==> src/rtl/jtag_tap_regs_pkg.sv <==
// jtag_tap_regs_pkg: shared opcodes, IR capture pattern and DR select type for the TAP register block.
// Optional feature macro: JTAG_TAP_USERCODE_EN (adds the USERCODE opcode default).
package jtag_tap_regs_pkg;
   localparam logic [4:0] IR_IDCODE_DEF = 5'h01;
   localparam logic [4:0] IR_DBG_DEF    = 5'h08;
`ifdef JTAG_TAP_USERCODE_EN
   localparam logic [4:0] IR_USERCODE_DEF = 5'h07;
`endif
   localparam logic [1:0] IR_CAPTURE = 2'b01;
   typedef enum logic [1:0] {DR_BYPASS, DR_IDCODE, DR_DBG, DR_USERCODE} dr_sel_t;
endpackage

==> src/rtl/jtag_shift_reg.sv <==
// jtag_shift_reg: capture/shift register with a parallel update latch.
// Ports: tck clock; rstn sync active-low clear; capture loads pin; shift moves sin in at the MSB;
//        update copies the shift register to pout; sout is the shift register LSB.
module jtag_shift_reg #(
   parameter int            W        = 5,
   parameter logic [W-1:0]  UPD_INIT = '0
) (
   input  logic         tck,
   input  logic         rstn,
   input  logic         capture,
   input  logic         shift,
   input  logic         update,
   input  logic         sin,
   input  logic [W-1:0] pin,
   output logic [W-1:0] pout,
   output logic         sout
);
   logic [W-1:0] sh;
   assign sout = sh[0];
   always_ff @(posedge tck) begin
      if (!rstn) begin
         sh   <= '0;
         pout <= UPD_INIT;
      end else if (update) pout <= sh;
      else if (capture) sh <= pin;
      else if (shift) sh <= {sin, sh[W-1:1]};
   end
endmodule

==> src/rtl/jtag_tap_regs.sv <==
// jtag_tap_regs: JTAG instruction register plus BYPASS, IDCODE and DBG data registers driven by TAP state strobes.
// Ports: tck clock; trstn sync active-low reset; tdi serial in; st_* decoded TAP state strobes;
//        tdo/tdo_oe serial out and enable; ir latched instruction; dbg_capture_data/dbg_capture
//        parallel capture and pulse; dbg_update_data/dbg_update parallel update and pulse.
// Optional feature macro: JTAG_TAP_USERCODE_EN (USERCODE data register on IR_USERCODE).
module jtag_tap_regs
   import jtag_tap_regs_pkg::*;
#(
   parameter int                  IR_WIDTH   = 5,
   parameter int                  DR_WIDTH   = 32,
   parameter logic [31:0]         IDCODE_VAL = 32'h1BEEF001,
   parameter logic [IR_WIDTH-1:0] IR_IDCODE  = IR_WIDTH'(IR_IDCODE_DEF),
   parameter logic [IR_WIDTH-1:0] IR_DBG     = IR_WIDTH'(IR_DBG_DEF),
   parameter logic [IR_WIDTH-1:0] IR_BYPASS  = '1
`ifdef JTAG_TAP_USERCODE_EN
   ,
   parameter logic [IR_WIDTH-1:0] IR_USERCODE  = IR_WIDTH'(IR_USERCODE_DEF),
   parameter logic [31:0]         USERCODE_VAL = 32'h0
`endif
) (
   input  logic                tck,
   input  logic                trstn,
   input  logic                tdi,
   input  logic                st_test_logic_reset,
   input  logic                st_capture_dr,
   input  logic                st_shift_dr,
   input  logic                st_update_dr,
   input  logic                st_capture_ir,
   input  logic                st_shift_ir,
   input  logic                st_update_ir,
   output logic                tdo,
   output logic                tdo_oe,
   output logic [IR_WIDTH-1:0] ir,
   input  logic [DR_WIDTH-1:0] dbg_capture_data,
   output logic                dbg_capture,
   output logic [DR_WIDTH-1:0] dbg_update_data,
   output logic                dbg_update
);
   dr_sel_t             sel;
   logic                rstn, any_upd, any_cap, cap_ir, sh_ir, cap_dr, sh_dr;
   logic                dr_used, is_dbg, ir_so, dr_so, byp;
   logic [DR_WIDTH-1:0] dr_pin;
   assign rstn    = trstn & ~st_test_logic_reset;
   // strobes should be one-hot; if not, update beats capture beats shift
   assign any_upd = st_update_dr | st_update_ir;
   assign any_cap = st_capture_dr | st_capture_ir;
   assign cap_ir  = st_capture_ir & ~any_upd;
   assign cap_dr  = st_capture_dr & ~any_upd;
   assign sh_ir   = st_shift_ir & ~any_upd & ~any_cap;
   assign sh_dr   = st_shift_dr & ~any_upd & ~any_cap;
   always_comb begin
      sel = DR_BYPASS;
      if (ir == IR_IDCODE) sel = DR_IDCODE;
      else if (ir == IR_DBG) sel = DR_DBG;
`ifdef JTAG_TAP_USERCODE_EN
      else if (ir == IR_USERCODE) sel = DR_USERCODE;
`endif
      else if (ir == IR_BYPASS) sel = DR_BYPASS;
   end
   assign dr_used = sel != DR_BYPASS;
   assign is_dbg  = sel == DR_DBG;
   always_comb begin
      dr_pin = '0;
      if (sel == DR_IDCODE) dr_pin = DR_WIDTH'(IDCODE_VAL);
      else if (sel == DR_DBG) dr_pin = dbg_capture_data;
`ifdef JTAG_TAP_USERCODE_EN
      else if (sel == DR_USERCODE) dr_pin = DR_WIDTH'(USERCODE_VAL);
`endif
   end
   jtag_shift_reg #(.W(IR_WIDTH), .UPD_INIT(IR_IDCODE)) u_ir (
      .tck(tck), .rstn(rstn), .capture(cap_ir), .shift(sh_ir), .update(st_update_ir),
      .sin(tdi), .pin(IR_WIDTH'(IR_CAPTURE)), .pout(ir), .sout(ir_so)
   );
   // one DR shift register shared by IDCODE, DBG and USERCODE; only DBG exposes its update latch
   jtag_shift_reg #(.W(DR_WIDTH), .UPD_INIT('0)) u_dr (
      .tck(tck), .rstn(rstn), .capture(cap_dr & dr_used), .shift(sh_dr & dr_used),
      .update(st_update_dr & is_dbg), .sin(tdi), .pin(dr_pin), .pout(dbg_update_data), .sout(dr_so)
   );
   always_ff @(posedge tck) begin
      if (!rstn) begin
         byp         <= 1'b0;
         dbg_capture <= 1'b0;
         dbg_update  <= 1'b0;
      end else begin
         dbg_capture <= cap_dr & is_dbg;
         dbg_update  <= st_update_dr & is_dbg;
         if (cap_dr & ~dr_used) byp <= 1'b0;
         else if (sh_dr & ~dr_used) byp <= tdi;
      end
   end
   assign tdo    = st_shift_ir ? ir_so : st_shift_dr ? (dr_used ? dr_so : byp) : 1'b0;
   assign tdo_oe = st_shift_ir | st_shift_dr;
endmodule

==> config.mk <==
export PLATFORM = sky130hd
export DESIGN_NAME = jtag_tap_regs
export DESIGN_NICKNAME = d
export VERILOG_FILES = /design/src/rtl/jtag_tap_regs_pkg.sv /design/src/rtl/jtag_shift_reg.sv /design/src/rtl/jtag_tap_regs.sv
export SDC_FILE = /design/constraint.sdc
export NUM_CORES = 1
export LEC_CHECK = 0
export BUFFER_PORTS_ARGS = -buffer_cell sky130_fd_sc_hd__buf_2
export CAP_MARGIN = 10
export CORE_MARGIN = 2
export CORE_UTILIZATION = 50
export DETAILED_ROUTE_END_ITERATION = 7
export PLACE_DENSITY = 0.88
export SLEW_MARGIN = 40
export SYNTH_ARGS = -nofsm -noshare
export SYNTH_HDL_FRONTEND = slang
export SYNTH_SLANG_ARGS = --single-unit
==> constraint.sdc <==
create_clock -name tck -period 2 [get_ports tck]
set_clock_uncertainty 0.1 [all_clocks]
set_input_delay 0 -clock tck [delete_from_list [all_inputs] [get_ports tck]]
set_output_delay 0 -clock tck [all_outputs]
set_load 0.005 [all_outputs]
==> impl_metrics.ini, run 1 <==
[clock_tree]
cts_buffer_depth = 2
cts.sinks = 77
cts_max_level = 3
root_buffer = clkbuf_8
cts_tree = done
post_cts_buffers = 0
numCtsBuffers = 9
clock_latency_ns = 0.35
clk_pin_slew_worst_paths_ns = 0.07

[synth]
ys_types = 35
yosysSeqAreaShare_pct = 48.3
synthCells = 356
ys_seq_elements = 77
synth-main-ff-cell = dfxtp_1
syn_avg_cell_area_sq_um = 8.96
yosys-top-cells-area = dfxtp_1 (48%), nand2_1 (10%), a21oi_1 (8.0%), o221ai_2 (4.7%), a221oi_1 (3.8%)
syn_area_sq_um = 3190
synthDominantCellAreaShare_pct = 48.3
synth-edff-count = 0
async_reset_ff_share_pct = 0
syn-num-nets = 398
ys_warn_count = 0
yosysTopAreaCell = dfxtp_1

[floorplanning]
dieHeight_microns = 83.9
rows = 29
ios = 83
core_area_sq_um = 6240
die_area_sq_um = 7030
die_width_microns = 83.9
initial_core_util_pct = 51.1

[critical_path]
cp.required_ns = 1.90
arrival_ns = 1.76
cp_max_fo = 9
critPathCaptureType = output port
crit_type = reg -> out
worstSetupStartpointType = flop

[routing]
num_vias = 3059
ant_nets = 0
wl_per_cell_microns = 14.9
drc_errors = 0
first_pass_iters = 5
vias_per_cell = 5.58
drt-initial-drc-count = 260
wirelength_microns = 8180

[finish]
drive_above_1_share_pct = 27.4
num_antenna_cells = 0
fin_cells = 548
finalNetCount = 509
num-fill-cells = 487
final_common_cell = nand2_1
final_cell_mix = nand2_1 (85), buf_2 (82), dfxtp_1 (76)
seq_area_sq_um = 1540
multiInputGateArea_sq_um = 1450
fin_area_sq_um = 4170
syn_to_final_growth_pct = 30.7

[place]
placed_area_sq_um = 3630
portBuffers = 82
dpl_worst_slack_ns = 0.202
placedCellCount = 496
dp_hpwl_microns = 5070
place.gp.congestion = 0.835

[sta]
hold_ws_ns = 0.0346
max_slew_margin_pct = 64.6
min_period_ns = 1.86
rsz0062_at_grt = no
fin_crit_sh_pct = 92.9
finalWorstSetupSlack_ns = 0.143
max_freq_mhz = 538
hold_violations = 0
drv_slew = 0
setup_viol = 0
fin_tns_setup_ns = 0
worst_pin_slew_ns = 0.531

[hold_path]
min_path_type = in -> reg

[global_route]
track_usage_pct = 23.9
grt_pass1_wl_microns = 13500
grt_antenna_before_repair = 0
grt_max_degree = 33
grt_pass1_vias = 2867
overflow = 0

[power]
p_leak_nw = 1.60
peakVddDrop_uv = 525
powerDensity_nw_per_um2 = 677

[run]
drv_cap = 0

[status]
outcome = complete, no violations
## path summary, 6_finish.rpt
check | start | end | slack, ns | depth (start not counted)
worst min-delay path | st_shift_ir | u_ir.sh[1] | 0.03 | 4
worst max register to register | u_ir.pout[4] | u_dr.sh[7] | 0.16 | 4
worst min register to register | u_dr.pout[3] | u_dr.pout[3] | 0.35 | 2
worst max-delay path | u_ir.pout[4] | tdo | 0.14 | 5
## state kept, by name, summed over array words and instances, names as in the netlist
name         count
dbg_capture      1
u_dr.pout       32
u_ir.sh          5
byp              1
u_ir.pout        5
dbg_update       1
u_dr.sh         32
## final cells by class
type                            instances  area share, %
Timing Repair Buffer                  131           22.1
Multi-Input combinational cell        248           34.8
Clock buffer                           13           3.57
Clock inverter                          2          0.240
Tap cell                               77           2.31
Sequential cell                        77           37.0
## through the flow
step | power [mW] | utilization [%]
after global placement | 1.78 | 58.2
after floorplan | 1.71 | -
after CTS | 2.83 | 66.8
final | 2.82 | 66.8
after detailed placement | 1.78 | 58.2
after global routing | 2.93 | 66.8
## where the power goes
| group | total [mW] | leakage, nW | internal [mW] | switching, mW |
|---|---|---|---|---|
| sequential | 1.56 | 0.622 | 1.54 | 0.0117 |
| combinational | 0.255 | 0.894 | 0.130 | 0.124 |
| clock | 1.01 | 0.0833 | 0.475 | 0.535 |
## per-layer routing
metal  vias up  routed length (microns)  track usage, %  share of wire (%)
met5         -                        0               0                  0
met4         0                      228            10.4                2.8
met3        21                      443            5.14                5.4
met2       107                     3960            38.9                 48
met1      1448                     3540            30.6                 43
li1       1483                        -               -                  -
## timing repair
| item | in CTS | in global routing |
|---|---|---|
| hold buffers | 38 | 0 |
| resized for setup | 0 | 3 |
| setup endpoints to repair | 0 | 3 |
| hold endpoints to repair | 43 | 0 |
## cell families (layout without fill, tap and decap cells)
group / Yosys count / in the layout / share of synthesized area (%)
xor+xnor: 2 / 2 / 0.785
simple gates: 151 / 151 / 21.4
compound gates: 89 / 89 / 21.1
buf+inv: 31 / 146 / 6.51
flops: 77 / 77 / 48.3
mux: 6 / 6 / 1.88
## critical path, stage by stage (launching register included)
cell and delay, ns:
dfxtp_1 0.36, nor3_4 0.39, nand2_1 0.17, mux2i_1 0.17
o21ai_0 0.18, buf_2 0.14
## cells in the mapped netlist (2+ instances only)
cell      instances
nand2_1          85
dfxtp_1          77
a21oi_1          51
nor2_1           25
nor3_1           19
a221oi_1         14
clkbuf_1         14
o221ai_2         10
buf_2             6
buf_6             6
mux2i_1           6
nor2b_1           6
o221ai_1          6
a221oi_2          3
buf_4             3
nand4b_1          3
and4_1            2
nand2b_1          2
nand4_1           2
Power figures use the tool's default switching activity.
==> run 2, diff against run 1 <==
- SETUP_SLACK_MARGIN: not set -> 0.2
==> run 2 against run 1 <==
  * Design area up 0.87%
  * Fmax up 9.5%
  * Global-route usage is 0.19 points higher
  * Count of clock-buffer cells in the layout is the same
  * Clock power about the same
  * Cell count rose by 0.18%
  * Sequential power hardly changed
  * Worst hold slack worse by 0.0022 ns
  * Sequential cell count stayed put
  * Largest cell class unchanged
==> impl_metrics.ini, run 2 (synthesis results as in run 1) <==
[routing]
vias_per_cell = 5.61
wirelength_microns = 8270
drc_errors = 0
ant_nets = 0
wl_per_cell_microns = 15.1
first_pass_iters = 4
num_vias = 3078
drt-initial-drc-count = 249

[floorplanning]
die_area_sq_um = 7030
dieHeight_microns = 83.9
initial_core_util_pct = 51.1
core_area_sq_um = 6240
die_width_microns = 83.9
ios = 83
rows = 29

[finish]
finalNetCount = 510
seq_area_sq_um = 1550
finalCoreUtilization_pct = 67.4
syn_to_final_growth_pct = 31.8
num_antenna_cells = 0
reg_top3 = u_dr.pout (32), u_dr.sh (32)
final_cell_mix = nand2_1 (85), buf_2 (82), dfxtp_1 (74)
final_common_cell = nand2_1
drive_above_1_share_pct = 27.8
num-fill-cells = 482
multiInputGateArea_sq_um = 1460
fin_cells = 549

[global_route]
grt_antenna_before_repair = 0
grt_pass1_vias = 2874
track_usage_pct = 24.1
overflow = 0
grt_pass1_wl_microns = 13500
grt_max_degree = 33

[critical_path]
arrival_ns = 1.83
cp_max_fo = 17
critical_path.top_delay_family = flip-flops
r2r_slack_ns = 0.30
slowest_stage = dfxtp_2
reg2regPathDepth = 4
critPathCaptureType = flop
worstSetupStartpoint = u_ir.pout[3]
crit_buf_inv = 0
path_cells = xor2_4 > nand4_4 > a221oi_1 > nor3_1
cp.depth = 4
crit_type = reg -> reg
worstReg2RegEnd = u_dr.sh[26]
slowest_delay_ns = 0.43
reg2reg_from = u_ir.pout[3]
worstSetupStartpointType = flop
crit_path_end = u_dr.sh[26]
cp.required_ns = 2.13

[clock_tree]
clk_pin_slew_worst_paths_ns = 0.08
numCtsBuffers = 9
root_buffer = clkbuf_8
cts.sinks = 77
clock_latency_ns = 0.35
cts_max_level = 3
cts_buffer_depth = 2
cts_tree = done

[power]
peakVddDrop_uv = 521
powerDensity_nw_per_um2 = 670
p_total_mw = 2.82
p_leak_nw = 1.62

[sta]
setup_viol = 0
max_slew_margin_pct = 61.3
drv_slew = 0
min_period_ns = 1.70
max_freq_mhz = 590
fin_tns_setup_ns = 0
hold_violations = 0
rsz0062_at_grt = yes
finalWorstSetupSlack_ns = 0.304
fin_crit_sh_pct = 84.8
worst_pin_slew_ns = 0.578

[status]
outcome = complete, no violations

[place]
place.gp.congestion = 0.835
dpl_worst_slack_ns = 0.202
dp_hpwl_microns = 5070
portBuffers = 82
placedCellCount = 496

[run]
drv_cap = 0

[hold_path]
min_path_type = in -> reg
-- run 2: cell count changes in the layout (fill, tap and decap cells not counted), sizes merged --
cell / before / now
buf: 94 / 95
-- run 2: worst min path at each step --
stage	start	to	slack, ns	depth (start not counted)
4_1_cts	st_shift_ir	u_ir.sh[1]	0.03	4
2_1_floorplan	st_shift_ir	tdo_oe	-0.01	1
3_3_place_gp	st_shift_ir	tdo_oe	0.18	3
6_report	st_shift_ir	u_ir.sh[1]	0.03	4
5_1_grt	st_shift_ir	u_ir.sh[1]	0.07	4
3_5_place_dp	st_shift_ir	tdo_oe	0.18	3
-- run 2: final cells by class --
type	instances	area share, %
repair buffers	132	22.4
multi-input cells	248	34.7
clock buffers	13	3.54
clock inverters	2	0.238
well taps	77	2.29
flip-flops and latches	77	36.8
-- run 2: what timing repair did --
action                                 4_1_cts  5_1_grt
hold buffers                                37        0
pin swaps                                    2        2
setup endpoints to repair                    2       28
buffers inserted                             1        0
gates resized for setup                      1        6
endpoints found under the hold margin       43        0
cloned                                       0        0
-- run 2: where the power goes --
| part | switching [mW] | internal [mW] | leakage, nW |
|---|---|---|---|
| combinational | 0.125 | 0.131 | 0.910 |
| sequential | 0.0124 | 1.54 | 0.622 |
| clock | 0.529 | 0.476 | 0.0833 |
-- run 2: through the flow --
step / hold slack (ns) / cell area (sq um)
2_1_floorplan: -0.0146 / 3190
6_report: 0.0324 / 4200
3_3_place_gp: 0.183 / 3630
4_1_cts: 0.0291 / 4180
3_5_place_dp: 0.184 / 3630
5_1_grt: 0.0745 / 4200
-- run 2: worst register-to-register path: stages, from the launching register on --
cell      delay [ns]
dfxtp_2         0.43
xor2_4          0.25
nand4_4         0.31
a221oi_1        0.42
nor3_1          0.07
-- run 2: metal layers --
layer | track usage [%] | vias to the layer above | routed length [microns]
li1 | - | 1489 | -
met1 | 30.7 | 1462 | 3480
met5 | 0 | - | 0
met2 | 39.3 | 108 | 4150
met4 | 10.6 | 0 | 200
met3 | 5.14 | 19 | 441
